===== config.mk =====
export PLATFORM = sky130hd
export DESIGN_NAME = ps2_mouse_packet_decoder
export DESIGN_NICKNAME = d
export VERILOG_FILES = /design/src/rtl/mouse_pkg.sv /design/src/rtl/ps2_mouse_axis_acc.sv /design/src/rtl/ps2_mouse_packet_decoder.sv
export SDC_FILE = /design/constraint.sdc
export NUM_CORES = 1
export LEC_CHECK = 0
export BUFFER_PORTS_ARGS = -buffer_cell sky130_fd_sc_hd__buf_2
export CAP_MARGIN = 10
export CORE_ASPECT_RATIO = 1.5
export CORE_MARGIN = 10
export CORE_UTILIZATION = 55
export CTS_BUF_LIST = sky130_fd_sc_hd__clkbuf_2
export CTS_CLUSTER_DIAMETER = 100
export DETAILED_ROUTE_END_ITERATION = 16
export HOLD_SLACK_MARGIN = 0.02
export PLACE_DENSITY_LB_ADDON = 0.2
export SYNTH_ARGS = -nofsm -noshare
export SYNTH_HDL_FRONTEND = slang
export SYNTH_SLANG_ARGS = --single-unit

===== constraint.sdc =====
create_clock -name clk_i -period 2.8 [get_ports clk_i]
set_clock_uncertainty 0.1 [all_clocks]
set_input_delay 0.84 -clock clk_i [delete_from_list [all_inputs] [get_ports clk_i]]
set_output_delay 0.84 -clock clk_i [all_outputs]
set_load 0.01 [all_outputs]

===== src/rtl/mouse_pkg.sv =====
// Shared types and constants for the PS/2 mouse packet path.
package mouse_pkg;

    // Packet assembly states.
    typedef enum logic [1:0] {
        WAIT_B0 = 2'd0,
        WAIT_B1 = 2'd1,
        WAIT_B2 = 2'd2,
        APPLY   = 2'd3
    } mouse_state_e;

    // Bit positions inside the status (first) byte of a packet.
    localparam int unsigned MB_LEFT    = 0;
    localparam int unsigned MB_RIGHT   = 1;
    localparam int unsigned MB_MIDDLE  = 2;
    localparam int unsigned MB_ALWAYS1 = 3;
    localparam int unsigned MB_XSIGN   = 4;
    localparam int unsigned MB_YSIGN   = 5;
    localparam int unsigned MB_XOVF    = 6;
    localparam int unsigned MB_YOVF    = 7;

    // Default screen extents (640x480).
    localparam int unsigned MOUSE_X_MAX = 639;
    localparam int unsigned MOUSE_Y_MAX = 479;

endpackage


===== src/rtl/ps2_mouse_axis_acc.sv =====
// One coordinate axis: sign-extends the 9-bit PS/2 delta, masks it on
// overflow, adds or subtracts it from the current position and clamps the
// result to [0, MAX]. Purely combinational; the caller owns the register.
module ps2_mouse_axis_acc #(
    parameter int unsigned POS_WIDTH = 10,
    parameter int unsigned MAX       = 639,
    parameter bit          SUBTRACT  = 1'b0
) (
    input  logic [POS_WIDTH-1:0] pos_i,
    input  logic [7:0]           delta_i,
    input  logic                 sign_i,
    input  logic                 ovf_i,
    output logic [POS_WIDTH-1:0] pos_o
);

    // Two extra bits: one for sign, one for headroom above 2^POS_WIDTH.
    localparam int unsigned SUM_W = POS_WIDTH + 2;
    localparam logic signed [SUM_W-1:0] MAX_S = SUM_W'(MAX);

    logic signed [SUM_W-1:0] delta_s;
    logic signed [SUM_W-1:0] pos_s;
    logic signed [SUM_W-1:0] sum_s;

    // Extend, accumulate and clamp.
    always_comb begin
        delta_s = '0;
        if (!ovf_i) begin
            delta_s = {{(SUM_W-8){sign_i}}, delta_i};
        end
        pos_s = {2'b00, pos_i};
        sum_s = SUBTRACT ? (pos_s - delta_s) : (pos_s + delta_s);

        if (sum_s[SUM_W-1]) begin
            pos_o = '0;
        end else if (sum_s > MAX_S) begin
            pos_o = MAX_S[POS_WIDTH-1:0];
        end else begin
            pos_o = sum_s[POS_WIDTH-1:0];
        end
    end

endmodule


===== src/rtl/ps2_mouse_packet_decoder.sv =====
// Assembles PS/2 receiver bytes into 3-byte mouse packets, accumulates the
// movement into clamped absolute coordinates and latches button state.
module ps2_mouse_packet_decoder
    import mouse_pkg::*;
#(
    parameter int unsigned POS_WIDTH      = 10,
    parameter int unsigned X_MAX          = MOUSE_X_MAX,
    parameter int unsigned Y_MAX          = MOUSE_Y_MAX,
    parameter int unsigned TIMEOUT_CYCLES = 100000
) (
    input  logic                 clk_i,
    input  logic                 rstn_i,
    input  logic                 rx_valid_i,
    input  logic [7:0]           rx_data_i,
    input  logic                 rx_err_i,
    input  logic                 ack_i,
    output logic [POS_WIDTH-1:0] x_pos_o,
    output logic [POS_WIDTH-1:0] y_pos_o,
    output logic [2:0]           buttons_o,
    output logic                 pos_valid_o,
    output logic [7:0]           drop_cnt_o
);

    localparam int unsigned     GAP_W     = $clog2(TIMEOUT_CYCLES + 1);
    localparam logic [GAP_W-1:0] GAP_LIMIT = GAP_W'(TIMEOUT_CYCLES);

    mouse_state_e state_q, state_d;

    logic [GAP_W-1:0]     gap_q, gap_d;
    logic [7:0]           status_q, status_d;
    logic [7:0]           dx_q, dx_d;
    logic [7:0]           dy_q, dy_d;
    logic [POS_WIDTH-1:0] x_q, x_d;
    logic [POS_WIDTH-1:0] y_q, y_d;
    logic [2:0]           buttons_q, buttons_d;
    logic                 pos_valid_q, pos_valid_d;
    logic [7:0]           drop_q, drop_d;

    logic                 timeout;
    logic                 cap_status;
    logic                 cap_dx;
    logic                 cap_dy;
    logic                 apply_en;
    logic                 drop_en;
    logic                 gap_inc;
    logic [POS_WIDTH-1:0] x_next;
    logic [POS_WIDTH-1:0] y_next;

    assign timeout = (gap_q >= GAP_LIMIT);

    // State register.
    always_ff @(posedge clk_i or negedge rstn_i) begin
        if (!rstn_i) begin
            state_q <= WAIT_B0;
        end else begin
            state_q <= state_d;
        end
    end

    // Next-state logic; an error strobe always beats a simultaneous byte.
    always_comb begin
        state_d = state_q;
        unique case (state_q)
            WAIT_B0: begin
                if (!rx_err_i && rx_valid_i && rx_data_i[MB_ALWAYS1]) begin
                    state_d = WAIT_B1;
                end
            end
            WAIT_B1: begin
                if (rx_err_i || timeout) begin
                    state_d = WAIT_B0;
                end else if (rx_valid_i) begin
                    state_d = WAIT_B2;
                end
            end
            WAIT_B2: begin
                if (rx_err_i || timeout) begin
                    state_d = WAIT_B0;
                end else if (rx_valid_i) begin
                    state_d = APPLY;
                end
            end
            APPLY: begin
                state_d = WAIT_B0;
            end
            default: begin
                state_d = WAIT_B0;
            end
        endcase
    end

    // Per-state control strobes for the datapath.
    always_comb begin
        cap_status = 1'b0;
        cap_dx     = 1'b0;
        cap_dy     = 1'b0;
        apply_en   = 1'b0;
        drop_en    = 1'b0;
        gap_inc    = 1'b0;
        unique case (state_q)
            WAIT_B0: begin
                if (rx_err_i) begin
                    drop_en = 1'b1;
                end else if (rx_valid_i) begin
                    if (rx_data_i[MB_ALWAYS1]) begin
                        cap_status = 1'b1;
                    end else begin
                        drop_en = 1'b1;
                    end
                end
            end
            WAIT_B1: begin
                if (rx_err_i || timeout) begin
                    drop_en = 1'b1;
                end else if (rx_valid_i) begin
                    cap_dx = 1'b1;
                end else begin
                    gap_inc = 1'b1;
                end
            end
            WAIT_B2: begin
                if (rx_err_i || timeout) begin
                    drop_en = 1'b1;
                end else if (rx_valid_i) begin
                    cap_dy = 1'b1;
                end else begin
                    gap_inc = 1'b1;
                end
            end
            APPLY: begin
                apply_en = 1'b1;
                // The receiver cannot legally deliver a byte this soon.
                drop_en  = rx_valid_i | rx_err_i;
            end
            default: begin
                drop_en = 1'b0;
            end
        endcase
    end

    ps2_mouse_axis_acc #(
        .POS_WIDTH (POS_WIDTH),
        .MAX       (X_MAX),
        .SUBTRACT  (1'b0)
    ) u_axis_x (
        .pos_i   (x_q),
        .delta_i (dx_q),
        .sign_i  (status_q[MB_XSIGN]),
        .ovf_i   (status_q[MB_XOVF]),
        .pos_o   (x_next)
    );

    // PS/2 reports +Y as up while screen Y grows downward, hence subtract.
    ps2_mouse_axis_acc #(
        .POS_WIDTH (POS_WIDTH),
        .MAX       (Y_MAX),
        .SUBTRACT  (1'b1)
    ) u_axis_y (
        .pos_i   (y_q),
        .delta_i (dy_q),
        .sign_i  (status_q[MB_YSIGN]),
        .ovf_i   (status_q[MB_YOVF]),
        .pos_o   (y_next)
    );

    // Datapath next-state: captures, position/button update, flags, counters.
    always_comb begin
        status_d    = cap_status ? rx_data_i : status_q;
        dx_d        = cap_dx ? rx_data_i : dx_q;
        dy_d        = cap_dy ? rx_data_i : dy_q;
        x_d         = apply_en ? x_next : x_q;
        y_d         = apply_en ? y_next : y_q;
        buttons_d   = apply_en ? {status_q[MB_MIDDLE], status_q[MB_RIGHT], status_q[MB_LEFT]}
                               : buttons_q;
        // Setting wins over a same-cycle ack.
        pos_valid_d = pos_valid_q;
        if (apply_en) begin
            pos_valid_d = 1'b1;
        end else if (ack_i) begin
            pos_valid_d = 1'b0;
        end
        drop_d = drop_q;
        if (drop_en && (drop_q != 8'hFF)) begin
            drop_d = drop_q + 8'd1;
        end
        // Cleared on accepted bytes, aborts and outside the mid-packet states.
        gap_d = gap_inc ? (gap_q + 1'b1) : '0;
    end

    // Datapath registers.
    always_ff @(posedge clk_i or negedge rstn_i) begin
        if (!rstn_i) begin
            gap_q       <= '0;
            status_q    <= '0;
            dx_q        <= '0;
            dy_q        <= '0;
            x_q         <= '0;
            y_q         <= '0;
            buttons_q   <= '0;
            pos_valid_q <= 1'b0;
            drop_q      <= '0;
        end else begin
            gap_q       <= gap_d;
            status_q    <= status_d;
            dx_q        <= dx_d;
            dy_q        <= dy_d;
            x_q         <= x_d;
            y_q         <= y_d;
            buttons_q   <= buttons_d;
            pos_valid_q <= pos_valid_d;
            drop_q      <= drop_d;
        end
    end

    assign x_pos_o     = x_q;
    assign y_pos_o     = y_q;
    assign buttons_o   = buttons_q;
    assign pos_valid_o = pos_valid_q;
    assign drop_cnt_o  = drop_q;

endmodule


# Word-level counts from Yosys, hierarchy flattened
# Cells that the tools add are included.
[op_classes] mux=32 order_cmp=3 n_bitwise=1 eq_ne=7 add_sub_neg=4 reduce_logical=9
[ops] operator="$mux 10" count=4
[ops] operator="$mux 12" count=2
[ops] operator="$mux 1" count=18
[ops] operator="$add 17x1->17 const B" count=1
[ops] operator="$ge 17x17->1 const B" count=1
[ops] operator="$mux 17" count=1
[ops] operator="$add 11x12->12" count=1
[ops] operator="$gt 12x10->1 const B" count=1
[ops] operator="$gt 12x11->1 const B" count=1
[ops] operator="$sub 11x12->12" count=1
[ops] operator="$mux 2" count=5
[ops] operator="$add 8x1->8 const B" count=1
[ops] operator="$ne 8x8->1 const B" count=1
[ops] operator="$pmux 2 s4" count=1
[ops] operator="$ne 3x3->1 const B" count=2
[ops] operator="$eq 2x2->1 const B" count=2
[ops] operator="$logic_and 1x1->1" count=3
[ops] operator="$pmux 1 s3" count=1
[ops] operator="$reduce_and 3->1" count=1
[ops] operator="$eq 2x1->1 const B" count=1
[ops] operator="$logic_not 2->1" count=1
[ops] operator="$ne 2x2->1 const B" count=1
[ops] operator="$reduce_bool 2->1" count=1
[ops] operator="$reduce_or 2->1" count=1
[ops] operator="3 further kinds" count=3
[word_totals] input_bits=13 elab_cells=66 ff_bits=75 output_inout_bits=32

# Longest topological paths before layout
# Gate-level depths: netlist (run 1).
[logic_depth] depth_word=5 depth_mapped=11 mapped_depth_nobuf=10

# Cells and area by module
# A second synthesis (run 1) with hierarchy kept.
[hier_totals] hier_cells=424 area_unflattened_um2=4636.9
[by_module_without_submodules] module="ps2_mouse_packet_decoder" area_each_um2=3226.8 cells_per_inst=238 seq_area_each_um2=1851.8 instances=1
[by_module_without_submodules] module="ps2_mouse_axis_acc (u_axis_y)" area_each_um2=709.4 cells_per_inst=94 seq_area_each_um2=0.0 instances=1
[by_module_without_submodules] module="ps2_mouse_axis_acc (u_axis_x)" area_each_um2=700.7 cells_per_inst=92 seq_area_each_um2=0.0 instances=1

# Least setup slack after synthesis (run 1)
# No wires, ideal clock.
[synth_path] kind="register -> register" start="register status_q[6]" end="register x_q[0], in the netlist x_pos_o[0]" path_slack_ns=-0.226 path_buffers=2 arrival_time_ns=2.803 period_less_slack_ns=3.026 required_time_ns=2.577 stages_incl_launch_ff=10 setup_time_ns=0.123 path_cell_list="dfrtp_1 > and2b_2 > ha_1 > buf_6 > and4b_4 > a2111o_1 > or4_1 > a32o_1 > buf_6 > o221a_1"
[synth_between] elab_chain_len=5
[synth_lines] item="start: declaration" line_no="ps2_mouse_packet_decoder.sv:30" source="logic [7:0] status_q, status_d;"
[synth_lines] item="start signal: assignment" line_no="ps2_mouse_packet_decoder.sv:204" source="status_q <= status_d;"
[synth_lines] item="$mux 12 (*)" line_no="ps2_mouse_axis_acc.sv:27" source="if (!ovf_i) begin"
[synth_lines] item="$add 11x12->12 (*)" line_no="ps2_mouse_axis_acc.sv:31" source="sum_s = SUBTRACT ? (pos_s - delta_s) : (pos_s + delta_s);"
[synth_lines] item="$gt 12x11->1" line_no="ps2_mouse_axis_acc.sv:35" source="end else if (sum_s > MAX_S) begin"
[synth_lines] item="$mux 10" line_no="ps2_mouse_axis_acc.sv:35"
[synth_lines] item="$mux 10 (*)" line_no="ps2_mouse_axis_acc.sv:33" source="if (sum_s[SUM_W-1]) begin"
[synth_lines] item="end signal: assignment" line_no="ps2_mouse_packet_decoder.sv:197" source="x_q <= '0;"
[synth_lines] item="end signal: assignment" line_no="ps2_mouse_packet_decoder.sv:207" source="x_q <= x_d;"
[synth_lines] item="end: declaration" line_no="ps2_mouse_packet_decoder.sv:33" source="logic [POS_WIDTH-1:0] x_q, x_d;"
# Every way passes the cells marked *; elsewhere a longest branch is shown, timed or not.
# A chain may end at the register's enable or synchronous reset.

# Worst setup path in the final report (run 1)
[layout_path] start="register status_q[6]" end="register x_q[5], in the netlist x_pos_o[5]"
# The elaborated chain is that of the path after synthesis.

==> impl_metrics.json, run 1 <==
{
  "status": "finished with violations",
  "violations": "negative setup slack",
  "finalPower_uw": 7390,
  "cts_root_buf": "clkbuf_2",
  "die_w_um": 94.7,
  "regToRegSetupSlack_ps": -60,
  "worstReg2RegEnd": "x_pos_o[5]",
  "ys_top_cells_by_count": "74 x dfrtp_1, 40 x nor2_1, 30 x ha_1",
  "clockBufferDepth": 2,
  "drive_gt1_frac": 0.344,
  "drt_iter0_drc": 268,
  "port_buffers": 44,
  "cp_data_arrival_time_ps": 3190,
  "antenna_found_initial": 0,
  "grt_pass1_wl_um": 18400,
  "synth_top_area_frac": 0.403,
  "diodes": 0,
  "slew_headroom": 0.622,
  "synth_edf_count": 0,
  "worst-path-max-fanout": 5,
  "pin_count": 45,
  "synth_area_leader_cell": "dfrtp_1",
  "rr_worst_depth": 10,
  "tightest_slew_ps": 568,
  "postRouteAntennaNets": 0,
  "synthArstFlopShare": 1.00,
  "fin_area_mm2": 0.00575,
  "grt_start_max_net_pins": 46,
  "drv_cap": 0,
  "core-area_mm2": 0.00811,
  "fin_crit_ps": 2860,
  "routed_wl_um": 11600,
  "synthFlopType": "dfrtp_1",
  "die_h_um": 132,
  "syn_nets": 511,
  "place_hpwl_um": 8530,
  "grt_pass1_vias": 3976,
  "gp_congestion": 0.931,
  "wl_per_cell_um": 17.4,
  "setup_viol": 7,
  "cts_buffers": 9,
  "die_area_mm2": 0.0125,
  "power_density_mw_per_mm2": 1290,
  "synth_warnings": 0,
  "grt_use_total": 0.181,
  "htreeDepth": 3,
  "rsz0062_at_grt": "true",
  "max_freq_ghz": 0.349,
  "syn-cell-area_mm2": 0.00460,
  "placementRows": 40,
  "synth_most_common_cell": "dfrtp_1",
  "layout_setup_ws_ps": -63.0,
  "syn_area_per_cell_um2": 9.87,
  "hold_path.class": "in -> async",
  "crit_path_start_kind": "register",
  "area_delta_synth_final_pct": 24.9,
  "path_class": "reg -> reg",
  "cp-end-kind": "register",
  "place_area_mm2": 0.00524,
  "vias": 3910,
  "gr-total-overflow": 0,
  "clk_pin_slew_ps": 220,
  "cts.sinks": 74,
  "ys_seq_area_frac": 0.403,
  "ys_seq_elements": 74,
  "slew_viol_final": 0,
  "nNetsFinal": 601,
  "initial_utilization": 0.567,
  "synth_cell_type_count": 59,
  "required_ps": 3120,
  "cts_tree": "yes",
  "synthTopCellsByArea": "dfrtp_1 40%, ha_1 8.2%, mux2_2 6.6%",
  "firstDrtPassIters": 4,
  "vias_per_cell": 5.87,
  "insertion_delay_ps": 520,
  "hold_viol_final": 0,
  "fin_crit_sh": 1.02,
  "synthCells": 466,
  "vdd_drop_max_v": 0.000691,
  "drc": 0,
  "leakage_uw": 0.00257,
  "rr_startpoint": "status_q[6]"
}
## cells by family (layout without fill, tap and decap cells)
kind of cell / Yosys count / in the layout / synth area share
buf+inv: 38 / 132 / 0.0345
compound gates: 108 / 109 / 0.169
fa+ha+maj: 32 / 32 / 0.0903
flops: 74 / 74 / 0.403
simple gates: 151 / 151 / 0.169
mux: 27 / 27 / 0.0661
xor+xnor: 36 / 36 / 0.0685
## how the worst max path moves through the flow
stage / depth (start not counted) / startpoint / endpoint / slack, ps
floorplan: 9 / status_q[6] / x_pos_o[0] / -110
global placement: 10 / status_q[6] / x_pos_o[4] / -110
detailed placement: 10 / status_q[6] / x_pos_o[0] / -140
CTS: 7 / status_q[6] / x_pos_o[4] / -60
global route: 8 / status_q[6] / x_pos_o[2] / -170
finish: 10 / status_q[6] / x_pos_o[5] / -60
## metrics by stage
stage | cells | worst slack [ps] | hold WS (ps) | setup TNS (ps) | util
floorplan | 466 | -115 | 366 | -810 | -
global placement | 643 | -110 | 370 | -779 | 0.646
detailed placement | 643 | -141 | 385 | -1000 | 0.646
CTS | 662 | -62.8 | 156 | -338 | 0.671
global route | 666 | -170 | 175 | -1020 | 0.709
finish | 666 | -63.0 | 182 | -317 | 0.709
## registers in the layout, indices dropped and copies added (netlist names)
signal	count
status_q	7
dx_q	8
dy_q	8
gap_q	17
x_pos_o	10
state_q	2
buttons_o	3
drop_cnt_o	8
y_pos_o	10
pos_valid_o	1
## cells in the final DEF, fill, tap and decap left out, types with 14 or more instances in the layout
| master | instances |
|---|---|
| a21oi_1 | 20 |
| buf_2 | 43 |
| nand2_1 | 27 |
| mux2_2 | 27 |
| nor2_1 | 38 |
| dfrtp_1 | 73 |
| inv_1 | 21 |
| buf_4 | 47 |
| xor2_1 | 14 |
| ha_1 | 17 |
| xnor2_1 | 22 |
## cell type report
cell class	count	area, um^2
multi-input combinational	355	2940
fill	641	2360
inverter	23	86.3
clock inverter	6	81.3
sequential	74	1850
timing repair buffer	93	611
tap	105	131
clock buffer	10	50.0
## per-layer routing
| metal | GRT usage | share of wire |
|---|---|---|
| met2 | 0.308 | 0.53 |
| met5 | 0 | 0 |
| met4 | 0.0710 | 0.021 |
| met3 | 0.0382 | 0.041 |
| met1 | 0.214 | 0.41 |
## repair_timing
action / 4_1_cts / 5_1_grt
cloned: 1 / 0
buffers inserted: 2 / 4
hold buffers: 0 / 0
gates resized for setup: 14 / 50
pin swaps: 6 / 17
setup endpoints to repair: 15 / 19
endpoints found under the hold margin: 0 / 0
## power breakdown
group          switching, uW  internal (uW)
registers                337           1430
clock network            369            296
logic                   2540           2420
## worst max-delay path, stage by stage, from the launching register on
cell	delay [ps]
dfrtp_2	470
buf_4	140
nor2b_2	120
ha_1	260
buf_4	170
o21a_1	120
o21ai_1	290
o31ai_4	120
or4_4	430
a32o_2	290
o221a_1	240
No activity file was read; power rests on OpenSTA's default activity.
==> run 2, diff against run 1 <==
--- a/config.mk
+++ b/config.mk
@@ -14,7 +14,7 @@
 export CTS_CLUSTER_DIAMETER = 100
 export DETAILED_ROUTE_END_ITERATION = 16
 export HOLD_SLACK_MARGIN = 0.02
-export PLACE_DENSITY_LB_ADDON = 0.2
+export PLACE_DENSITY_LB_ADDON = 0.12
 export SYNTH_ARGS = -nofsm -noshare
 export SYNTH_HDL_FRONTEND = slang
 export SYNTH_SLANG_ARGS = --single-unit
==> impl_metrics.json, run 2 (synthesized netlist as in run 1, its figures left out) <==
{
  "cts_root_buf": "clkbuf_2",
  "fin_crit_sh": 1.00,
  "initial_utilization": 0.567,
  "vias": 3914,
  "cts_tree": "yes",
  "fin_crit_ps": 2800,
  "slew_viol_final": 0,
  "cts_hold_buf": 0,
  "die_h_um": 132,
  "gp_congestion": 0.964,
  "layout_setup_ws_ps": -1.57,
  "insertion_delay_ps": 510,
  "grt_pass1_wl_um": 18400,
  "drt-met1-wl_um": 4740,
  "fin_tns_setup_ps": -1.57,
  "wl_met3_um": 521,
  "vdd_drop_max_v": 0.000665,
  "grt_use_total": 0.181,
  "tightest_slew_ps": 464,
  "port_buffers": 44,
  "cp-end-kind": "register",
  "clk_pin_slew_ps": 210,
  "grt_pass1_vias": 3914,
  "cp_data_arrival_time_ps": 3130,
  "core-area_mm2": 0.00811,
  "postRouteAntennaNets": 0,
  "wl_met2_um": 5770,
  "firstDrtPassIters": 6,
  "final_common_cell": "dfrtp_1",
  "routed_wl_um": 11500,
  "hold_viol_final": 0,
  "drive_gt1_frac": 0.349,
  "clockBufferDepth": 2,
  "leakage_uw": 0.00262,
  "hold_path.class": "in -> async",
  "power_density_mw_per_mm2": 1270,
  "required_ps": 3130,
  "worst-path-max-fanout": 5,
  "highest_layer": "met4",
  "nNetsFinal": 611,
  "die_w_um": 94.7,
  "wl_per_cell_um": 17.0,
  "max_freq_ghz": 0.357,
  "vias_per_cell": 5.80,
  "gr-total-overflow": 0,
  "setup_viol": 1,
  "cts_buffers": 9,
  "area_delta_synth_final_pct": 24.5,
  "top_register": "gap_q",
  "drc": 0,
  "placementRows": 40,
  "fin_util": 0.706,
  "grt_start_max_net_pins": 75,
  "diodes": 0,
  "mostFrequentLayoutCells": "73 x dfrtp_1, 58 x buf_4, 43 x buf_2, 39 x nor2_1, 28 x nand2_1",
  "drv_cap": 0,
  "htreeDepth": 3,
  "crit_path_start_kind": "register",
  "rsz0062_at_grt": "true",
  "largest_reg_flops": 17,
  "die_area_mm2": 0.0125,
  "cts.sinks": 74,
  "status": "finished with violations",
  "drt_iter0_drc": 282,
  "violations": "negative setup slack",
  "antenna_found_initial": 0,
  "slew_headroom": 0.687,
  "finalPower_uw": 7270,
  "path_class": "reg -> reg",
  "place_hpwl_um": 8560,
  "pin_count": 45
}
run 2: changes by cell type in the layout (fill, tap and decap cells not counted), moves of 2 or more:
| cell | previous run | this run |
|---|---|---|
| buf_4 | 47 | 58 |
| o31ai_4 | 2 | 0 |
| a221oi_1 | 2 | 0 |
| a221oi_2 | 1 | 3 |
| ha_4 | 10 | 6 |
| ha_1 | 17 | 20 |
| nor2b_2 | 4 | 2 |
| a211oi_2 | 1 | 3 |
| nor3_2 | 3 | 1 |
| a21oi_1 | 20 | 22 |
| nor2b_4 | 0 | 2 |
| clkinvlp_4 | 0 | 2 |
run 2: area by class of cell:
| cell class | count | area [um^2] |
|---|---|---|
| multi-input combinational | 355 | 2870 |
| fill | 637 | 2380 |
| sequential | 74 | 1850 |
| timing repair buffer | 103 | 682 |
| tap | 105 | 131 |
| inverter | 23 | 86.3 |
| clock inverter | 6 | 58.8 |
| clock buffer | 9 | 45.0 |
run 2: critical path, stage by stage, from the launching register on:
cell	delay (ps)
dfrtp_2	430
and2b_2	270
ha_4	300
and4b_4	200
a2111o_1	380
or4_4	530
a32o_2	280
o221a_1	240
run 2: worst paths after layout:
path | start | to | slack [ps] | cells after the start
hold reg to reg | drop_cnt_o[6] | drop_cnt_o[6] | 400 | 1
max in group asynchronous | rstn_i | status_q[6] | 2050 | 2
min in group clk_i | drop_cnt_o[6] | drop_cnt_o[6] | 400 | 1
hold / removal | rstn_i | y_pos_o[4] | 190 | 2
setup / recovery | status_q[6] | x_pos_o[5] | -2 | 7
setup reg to reg | status_q[6] | x_pos_o[5] | -2 | 7
run 2: through the flow:
step / hold slack (ps) / area [um^2] / setup slack, ps / instances
floorplan: 366 / 4620 / -115 / 466
global placement: 372 / 5300 / -108 / 652
detailed placement: 375 / 5300 / -106 / 652
CTS: 166 / 5490 / 1.92 / 668
global route: 174 / 5730 / -92.7 / 675
finish: 188 / 5730 / -1.57 / 675
run 2: power breakdown:
group / switching [uW] / internal [uW] / total [uW]
clock: 380 / 195 / 575
sequential: 308 / 1430 / 1740
combinational: 2500 / 2460 / 4960
run 2: timing repair:
| item | CTS | global route |
|---|---|---|
| pin swaps | 8 | 18 |
| buffers inserted | 0 | 7 |
| gates cloned | 1 | 0 |
| gates resized for setup | 17 | 40 |
| setup endpoints to repair | 18 | 19 |
run 2: routing by layer:
layer / GRT usage / up-vias
met5: 0 / -
li1: - / 1895
met1: 0.212 / 1888
met2: 0.300 / 99
met4: 0.0918 / 0
met3: 0.0353 / 32
==> run 3, diff against run 2 <==
--- a/config.mk
+++ b/config.mk
@@ -8,7 +8,7 @@
 export BUFFER_PORTS_ARGS = -buffer_cell sky130_fd_sc_hd__buf_2
 export CAP_MARGIN = 10
 export CORE_ASPECT_RATIO = 1.5
-export CORE_MARGIN = 10
+export CORE_MARGIN = 1.5
 export CORE_UTILIZATION = 55
 export CTS_BUF_LIST = sky130_fd_sc_hd__clkbuf_2
 export CTS_CLUSTER_DIAMETER = 100
==> impl_metrics.json, run 3 (synthesized netlist as in run 1, its figures left out) <==
{
  "firstDrtPassIters": 4,
  "grt_start_max_net_pins": 42,
  "cts_tree": "yes",
  "slew_headroom": 0.608,
  "die_area_mm2": 0.00893,
  "placementRows": 40,
  "wl_per_cell_um": 16.8,
  "die_w_um": 77.7,
  "place_hpwl_um": 8080,
  "mostFrequentLayoutCells": "73 x dfrtp_1, 53 x buf_4, 43 x buf_2, 39 x nor2_1",
  "crit_path_start_kind": "register",
  "vias": 3975,
  "leakage_uw": 0.00264,
  "largest_reg_flops": 17,
  "slowest_stage": "or4_4",
  "regToRegSetupSlack_ps": -20,
  "status": "finished with violations",
  "nNetsFinal": 608,
  "clockBufferDepth": 2,
  "drive_gt1_frac": 0.359,
  "required_ps": 3130,
  "setup_viol": 7,
  "drc": 0,
  "critical_path.top_delay_family": "compound AO/OA/AOI/OAI gates",
  "drt_iter0_drc": 165,
  "gr-total-overflow": 0,
  "postRouteAntennaNets": 0,
  "cts.sinks": 74,
  "insertion_delay_ps": 530,
  "grt_pass1_wl_um": 18100,
  "cts_root_buf": "clkbuf_2",
  "setup.worst_path.start": "status_q[6]",
  "pin_count": 45,
  "fin_crit_sh": 1.01,
  "area_delta_synth_final_pct": 26.1,
  "rr_worst_depth": 8,
  "cp-end-kind": "register",
  "die_h_um": 115,
  "max_freq_ghz": 0.354,
  "clk_pin_slew_ps": 220,
  "stdcell_count": 674,
  "layout_setup_ws_ps": -24.5,
  "max_stage_delay_ps": 550,
  "crit_end": "x_pos_o[5]",
  "crit_buf_inv": 1,
  "hold_viol_final": 0,
  "slew_viol_final": 0,
  "rr_startpoint": "status_q[6]",
  "worst-path-max-fanout": 8,
  "hold_path.class": "in -> async",
  "antenna_found_initial": 1,
  "tightest_slew_ps": 582,
  "dp_cells": 647,
  "drv_cap": 0,
  "path_class": "reg -> reg",
  "final_common_cell": "dfrtp_1",
  "cp_data_arrival_time_ps": 3160,
  "htreeDepth": 3,
  "vias_per_cell": 5.90,
  "rsz0062_at_grt": "true",
  "grt_pass1_vias": 3850,
  "worstPathCellList": "buf_6 -> nor2b_1 -> ha_1 -> and4b_4 -> a2111o_1 -> or4_4 -> a32o_2 -> o221a_1",
  "cp.depth": 8,
  "fin_tns_setup_ps": -93.2,
  "port_buffers": 44,
  "grt_use_total": 0.258,
  "violations": "negative setup slack",
  "power_density_mw_per_mm2": 1300,
  "gp_congestion": 0.935,
  "fin_crit_ps": 2820,
  "routed_wl_um": 11300,
  "core-area_mm2": 0.00806,
  "cts_hold_buf": 0,
  "initial_utilization": 0.571,
  "cts_buffers": 9,
  "vdd_drop_max_v": 0.000694,
  "post-place-ws_ps": -177,
  "top_register": "gap_q",
  "worstReg2RegEnd": "x_pos_o[5]"
}
run 3: cell types whose count changed in the layout (fill, tap and decap cells not counted), sizes merged:
| cell | change |
|---|---|
| buf | -3 |
| bufinv | +2 |
| clkinv | -1 |
| clkinvlp | -1 |
| diode | +1 |
| inv | +1 |
run 3: cell type report:
type                       instances  area, um^2
clock buffer                       9        45.0
multi-input combinational        355        2900
sequential                        74        1850
antenna                            1        2.50
timing repair buffer             100         667
inverter                          23        86.3
fill                             620        2250
tap                              105         131
clock inverter                     7         116
run 3: how the worst min path moves through the flow:
stage / depth (start not counted) / slack (ps) / to
6_report: 1 / 120 / y_pos_o[8]
5_1_grt: 1 / 110 / y_pos_o[8]
4_1_cts: 1 / 70 / y_pos_o[8]
3_5_place_dp: 1 / 380 / drop_cnt_o[6]
3_3_place_gp: 1 / 370 / drop_cnt_o[5]
2_1_floorplan: 2 / 370 / gap_q[16]
run 3: metrics by stage:
stage           util  power, uW  cell area, um^2  hold WS, ps
6_report       0.720       7570             5800          122
5_1_grt        0.720       8100             5800          109
4_1_cts        0.690       7000             5560         70.6
3_5_place_dp   0.654       5940             5270          383
3_3_place_gp   0.654       5830             5270          373
2_1_floorplan      -       4450             4620          366
run 3: power breakdown:
group,internal [uW],switching [uW],total [uW]
clock,385,394,778
sequential,1430,310,1740
combinational,2460,2590,5050
run 3: what timing repair did:
action                                  CTS  global route
cloned                                    1             0
endpoints found under the setup margin   19            19
gates resized for setup                  24            39
setup buffers                             2             7
endpoints found under the hold margin     0             0
pin swaps                                 6            23
run 3: layer usage:
layer | wire (um) | GRT usage | vias to the layer above
met4 | 267 | 0.112 | 0
li1 | - | - | 1898
met2 | 5930 | 0.455 | 103
met3 | 437 | 0.0381 | 24
met1 | 4690 | 0.312 | 1950
met5 | 0 | 0 | -
